===== config.mk =====
export PLATFORM = sky130hd
export DESIGN_NAME = hack_rom_loader
export DESIGN_NICKNAME = d
export VERILOG_FILES = /design/src/rtl/hack_rom_loader.sv
export SDC_FILE = /design/constraint.sdc
export NUM_CORES = 1
export LEC_CHECK = 0
export BUFFER_PORTS_ARGS = -buffer_cell sky130_fd_sc_hd__buf_2
export CAP_MARGIN = 40
export CELL_PAD_IN_SITES_DETAIL_PLACEMENT = 1
export CELL_PAD_IN_SITES_GLOBAL_PLACEMENT = 1
export CORE_UTILIZATION = 45
export DETAILED_ROUTE_END_ITERATION = 10
export HOLD_SLACK_MARGIN = 0.02
export PLACE_DENSITY_LB_ADDON = 0.2
export SLEW_MARGIN = 20
export SYNTH_ARGS = -nofsm -noshare
export SYNTH_HDL_FRONTEND = slang
export SYNTH_SLANG_ARGS = --single-unit

===== constraint.sdc =====
create_clock -name clk -period 4.37 [get_ports clk]
set_clock_uncertainty 0.2 [all_clocks]
set_input_delay 0.437 -clock clk [delete_from_list [all_inputs] [get_ports clk]]
set_output_delay 0.437 -clock clk [all_outputs]
set_load 0.05 [all_outputs]

===== src/rtl/hack_rom_loader.sv =====
// HACK boot loader: packs a big-endian byte stream into 16-bit words and writes the instruction store.
// Optional checksum trailer is built in when HACK_LOADER_CHECKSUM_EN is defined.
module hack_rom_loader #(
  parameter int ADDR_W = 15,
  parameter int DATA_W = 16
) (
  input  logic              clk,
  input  logic              rst,
  input  logic              start,
  input  logic [7:0]        byte_in,
  input  logic              byte_valid,
  output logic              byte_ready,
  output logic [ADDR_W-1:0] rom_addr,
  output logic [DATA_W-1:0] rom_data,
  output logic              rom_we,
  output logic              cpu_rst,
  output logic              busy,
  output logic              done,
  output logic              err
);

  typedef enum logic [3:0] {
    IDLE,
    LEN_HI,
    LEN_LO,
    DAT_HI,
    DAT_LO,
`ifdef HACK_LOADER_CHECKSUM_EN
    CHK_HI,
    CHK_LO,
`endif
    DONE,
    ERR
  } state_t;

  state_t            state;
  state_t            nxt;
  logic [15:0]       lenQ;
  logic [7:0]        hiQ;
  logic [ADDR_W-1:0] idxQ;
  logic [15:0]       newLen;
  logic [15:0]       word;
  logic              fire;
  logic              lastWord;
  logic              startAcc;
`ifdef HACK_LOADER_CHECKSUM_EN
  logic [15:0]       sumQ;
`endif

  assign fire     = byte_valid && byte_ready;
  assign newLen   = {lenQ[15:8], byte_in};
  assign word     = {hiQ, byte_in};
  assign lastWord = (16'(idxQ) == lenQ - 16'd1);
  assign startAcc = start &&
                    (state == IDLE || state == DONE || state == ERR);

  // State register.
  always_ff @(posedge clk or negedge rst) begin
    if (!rst) state <= IDLE;
    else      state <= nxt;
  end

  // Next-state logic and state-decoded status outputs.
  always_comb begin
    nxt        = state;
    byte_ready = 1'b0;
    busy       = 1'b0;
    cpu_rst    = 1'b1;
    done       = 1'b0;
    err        = 1'b0;
    case (state)
      IDLE, DONE, ERR: begin
        if (start) nxt = LEN_HI;
      end
      LEN_HI: begin
        if (fire) nxt = LEN_LO;
      end
      LEN_LO: begin
        if (fire) begin
          if (newLen[15])
            nxt = ERR;
          else if (newLen == 16'd0)
`ifdef HACK_LOADER_CHECKSUM_EN
            nxt = CHK_HI;
`else
            nxt = DONE;
`endif
          else
            nxt = DAT_HI;
        end
      end
      DAT_HI: begin
        if (fire) nxt = DAT_LO;
      end
      DAT_LO: begin
        if (fire) begin
          if (lastWord)
`ifdef HACK_LOADER_CHECKSUM_EN
            nxt = CHK_HI;
`else
            nxt = DONE;
`endif
          else
            nxt = DAT_HI;
        end
      end
`ifdef HACK_LOADER_CHECKSUM_EN
      CHK_HI: begin
        if (fire) nxt = CHK_LO;
      end
      CHK_LO: begin
        if (fire) nxt = (word == sumQ) ? DONE : ERR;
      end
`endif
      default: nxt = IDLE;
    endcase
    busy       = !(state == IDLE || state == DONE || state == ERR);
    byte_ready = busy;
    cpu_rst    = (state != DONE);
    done       = (state == DONE);
    err        = (state == ERR);
  end

  // Datapath: length capture, word packing, store writes and word index.
  always_ff @(posedge clk or negedge rst) begin
    if (!rst) begin
      lenQ     <= '0;
      hiQ      <= '0;
      idxQ     <= '0;
      rom_addr <= '0;
      rom_data <= '0;
      rom_we   <= 1'b0;
`ifdef HACK_LOADER_CHECKSUM_EN
      sumQ     <= '0;
`endif
    end else begin
      rom_we <= 1'b0;
      if (startAcc) begin
        idxQ <= '0;
`ifdef HACK_LOADER_CHECKSUM_EN
        sumQ <= '0;
`endif
      end
      if (fire) begin
        case (state)
          LEN_HI: lenQ[15:8] <= byte_in;
          LEN_LO: lenQ[7:0]  <= byte_in;
          DAT_HI: hiQ        <= byte_in;
          DAT_LO: begin
            rom_we   <= 1'b1;
            rom_addr <= idxQ;
            rom_data <= word;
            if (!lastWord) idxQ <= idxQ + ADDR_W'(1);
`ifdef HACK_LOADER_CHECKSUM_EN
            sumQ <= sumQ + word;
`endif
          end
`ifdef HACK_LOADER_CHECKSUM_EN
          CHK_HI: hiQ <= byte_in;
`endif
          default: ;
        endcase
      end
    end
  end

endmodule


==> flow_metrics.env <==
export IMPL_wl_per_cell_um=17.41
export IMPL_clockBufferDepth=2
export IMPL_die_area_um2=8566
export IMPL_grt_max_degree=49
export IMPL_portBuffers=48
export IMPL_cp_data_required_time_ns=4.40
export IMPL_synth_edff_count=0
export IMPL_async_flop_share=1.000
export IMPL_cts_tree="built"
export IMPL_layout_common_cells="112 x nand2_1, 74 x dfrtp_1, 49 x buf_2, 21 x mux2_2"
export IMPL_die_y_um=92.55
export IMPL_tns_ns=0
export IMPL_grt_pass1_vias=3082
export IMPL_yosysWarnings=0
export IMPL_hold_class="in2reg"
export IMPL_nFillCells=919
export IMPL_clk_pin_slew_worst_paths_ns=0.08
export IMPL_overflow=0
export IMPL_outcome="finished clean"
export IMPL_tightest_slew_ns=0.6866
export IMPL_cts_htree_levels=3
export IMPL_dp_hpwl_mm=6.587
export IMPL_cts_root_buf="clkbuf_8"
export IMPL_seqCellArea_um2=1852
export IMPL_drive_gt1_frac=0.2222
export IMPL_drc_errors=0
export IMPL_finalCriticalPeriod_ns=3.277
export IMPL_maxSlewHeadroom=0.5422
export IMPL_ff2ff_path_depth=7
export IMPL_ys_seq_area_frac=0.5019
export IMPL_row_count=32
export IMPL_ys_ff_latch=74
export IMPL_cp_start_kind="register"
export IMPL_gp_congestion=0.8749
export IMPL_syn_num_nets=395
export IMPL_first_iter_violations=88
export IMPL_area_delta_synth_final_pct=13.87
export IMPL_finalHoldViolCount=0
export IMPL_drt_pass1_iter_count=4
export IMPL_coreArea_um2=7848
export IMPL_numCtsBuffers=9
export IMPL_track_usage=0.2465
export IMPL_cts_sink_count=74
export IMPL_setup_viol=0
export IMPL_arrival_ns=3.31
export IMPL_start_util=0.4702
export IMPL_yosys_cell_types_count=55
export IMPL_cts_repair_resized=0
export IMPL_drtAntennaViolNets=0
export IMPL_diodes=0
export IMPL_routed_wl_mm=9.297
export IMPL_grt_antenna_before_repair=0
export IMPL_drv_slew=0
export IMPL_grt_pass1_wl_mm=16.15
export IMPL_hold_depth=3
export IMPL_vias=2963
export IMPL_clock_latency_ns=0.36
export IMPL_fmax_ghz=0.3051
export IMPL_fin_ws_ns=1.093
export IMPL_syn_area_um2=3690
export IMPL_nets=441
export IMPL_ir_drop_mv=0.3945
export IMPL_fin_crit_sh=0.7499
export IMPL_path_class="reg2reg"
export IMPL_place_ws_ns=1.099
export IMPL_num_io_pins=49
export IMPL_crit_path_end_kind="register"
export IMPL_ys_flop_type="dfrtp_1"
export IMPL_synth_cells=381
export IMPL_syn_area_per_cell_um2=9.684
export IMPL_path_max_fanout=19
export IMPL_viasPerCell=5.549
export IMPL_mostFrequentLayoutCell="nand2_1"
export IMPL_powerDensity_nw_per_um2=678.5
export IMPL_multiInputGateArea_um2=1707
export IMPL_drv_cap=0
export IMPL_die_x_um=92.55
export IMPL_rsz0062_at_grt="false"
export IMPL_leakage_uw=0.002017
[cell usage after synthesis (2+ instances only)]
cell type / count / share of area
nand2_1: 112 / 0.11
dfrtp_1: 74 / 0.50
mux2_2: 21 / 0.064
clkbuf_1: 15 / 0.015
mux2i_1: 10 / 0.027
o21ai_0: 10 / 0.014
xor2_1: 10 / 0.024
inv_1: 9 / 0.0092
nor3_1: 9 / 0.012
nor2_1: 8 / 0.0081
xnor2_1: 8 / 0.019
nand4_1: 7 / 0.012
nor3b_1: 7 / 0.014
a21oi_1: 6 / 0.0081
nand3_1: 5 / 0.0068
nand3b_1: 5 / 0.010
and3_1: 4 / 0.0068
nand2b_1: 4 / 0.0068
or3_1: 4 / 0.0068
nand4b_1: 3 / 0.0071
nor2b_1: 3 / 0.0051
nor3_2: 3 / 0.0081
o31ai_1: 3 / 0.0061
a211o_1: 2 / 0.0047
and4_1: 2 / 0.0047
ha_1: 2 / 0.0068
o211ai_1: 2 / 0.0041
o21bai_1: 2 / 0.0041
o22ai_1: 2 / 0.0034
o311ai_0: 2 / 0.0047
o41ai_1: 2 / 0.0047
or4_1: 2 / 0.0041
[power by group]
part	total, uW	internal, uW	switching (uW)
Combinational	1190	401	787
Clock	534	265	269
Sequential	1130	894	235
Total	2850	1560	1290
[path summary, 6_finish.rpt]
check	from	to	slack, ns
max	lenQ[8]	state[1]	1.09
min	byte_in[0]	rom_data[0]	0.15
max reg2reg	lenQ[8]	state[1]	1.09
min reg2reg	hiQ[3]	rom_data[11]	0.27
max in group asynchronous	rst	lenQ[1]	2.51
min in group asynchronous	rst	rom_data[15]	0.42
[cells by family (layout without fill, tap and decap cells)]
group	Yosys count	count (layout)	synth area share
xor+xnor	18	18	0.04273
fa+ha+maj	2	2	0.006781
flops	74	74	0.5019
compound gates	42	42	0.07868
mux	31	31	0.09122
buf+inv	29	80	0.03560
simple gates	185	185	0.2431
[routing by layer]
metal,track usage,part of all wire
met1,0.3298,0.47
met2,0.4062,0.49
met3,0.05337,0.033
met4,0.06250,0.0065
met5,0,0
[what timing repair did]
action / in CTS / in global routing
endpoints found under the hold margin: 26 / 0
buffers inserted: 0 / 0
hold buffers: 1 / 0
[sequential cells by signal, indices dropped and copies added, names as in the netlist]
signal / cells
hiQ: 8
idxQ: 15
lenQ: 16
rom_addr: 15
rom_data: 16
rom_we: 1
state: 3
[metrics by stage]
stage                     cell area [um2]  std cells    util  hold slack, ns  power, uW
final                                4202        534  0.5354          0.1542       2851
after global routing                 4202        534  0.5354          0.1564       3036
after CTS                            4202        534  0.5354          0.1483       2872
after detailed placement             3999        517  0.5096          0.2569       2321
after global placement               3994        516  0.5089          0.2468       2270
after floorplan                      3690        381       -        -0.05859       2019
[critical path, cell delays in order (launching register included)]
cell	delay, ns
dfrtp_1	0.44
or4_4	0.58
or3_1	0.36
a211o_1	0.29
a22oi_1	0.17
and4_1	0.65
nor2_2	0.17
a211o_1	0.30
[final cells by class]
type,instances,area share
Clock buffer,10,0.03038
Clock inverter,6,0.01549
Inverter,10,0.008934
Multi-Input combinational cell,278,0.4062
Sequential cell,74,0.4407
Tap cell,102,0.03038
Timing Repair Buffer,54,0.06790
Power figures use the tool's default switching activity.
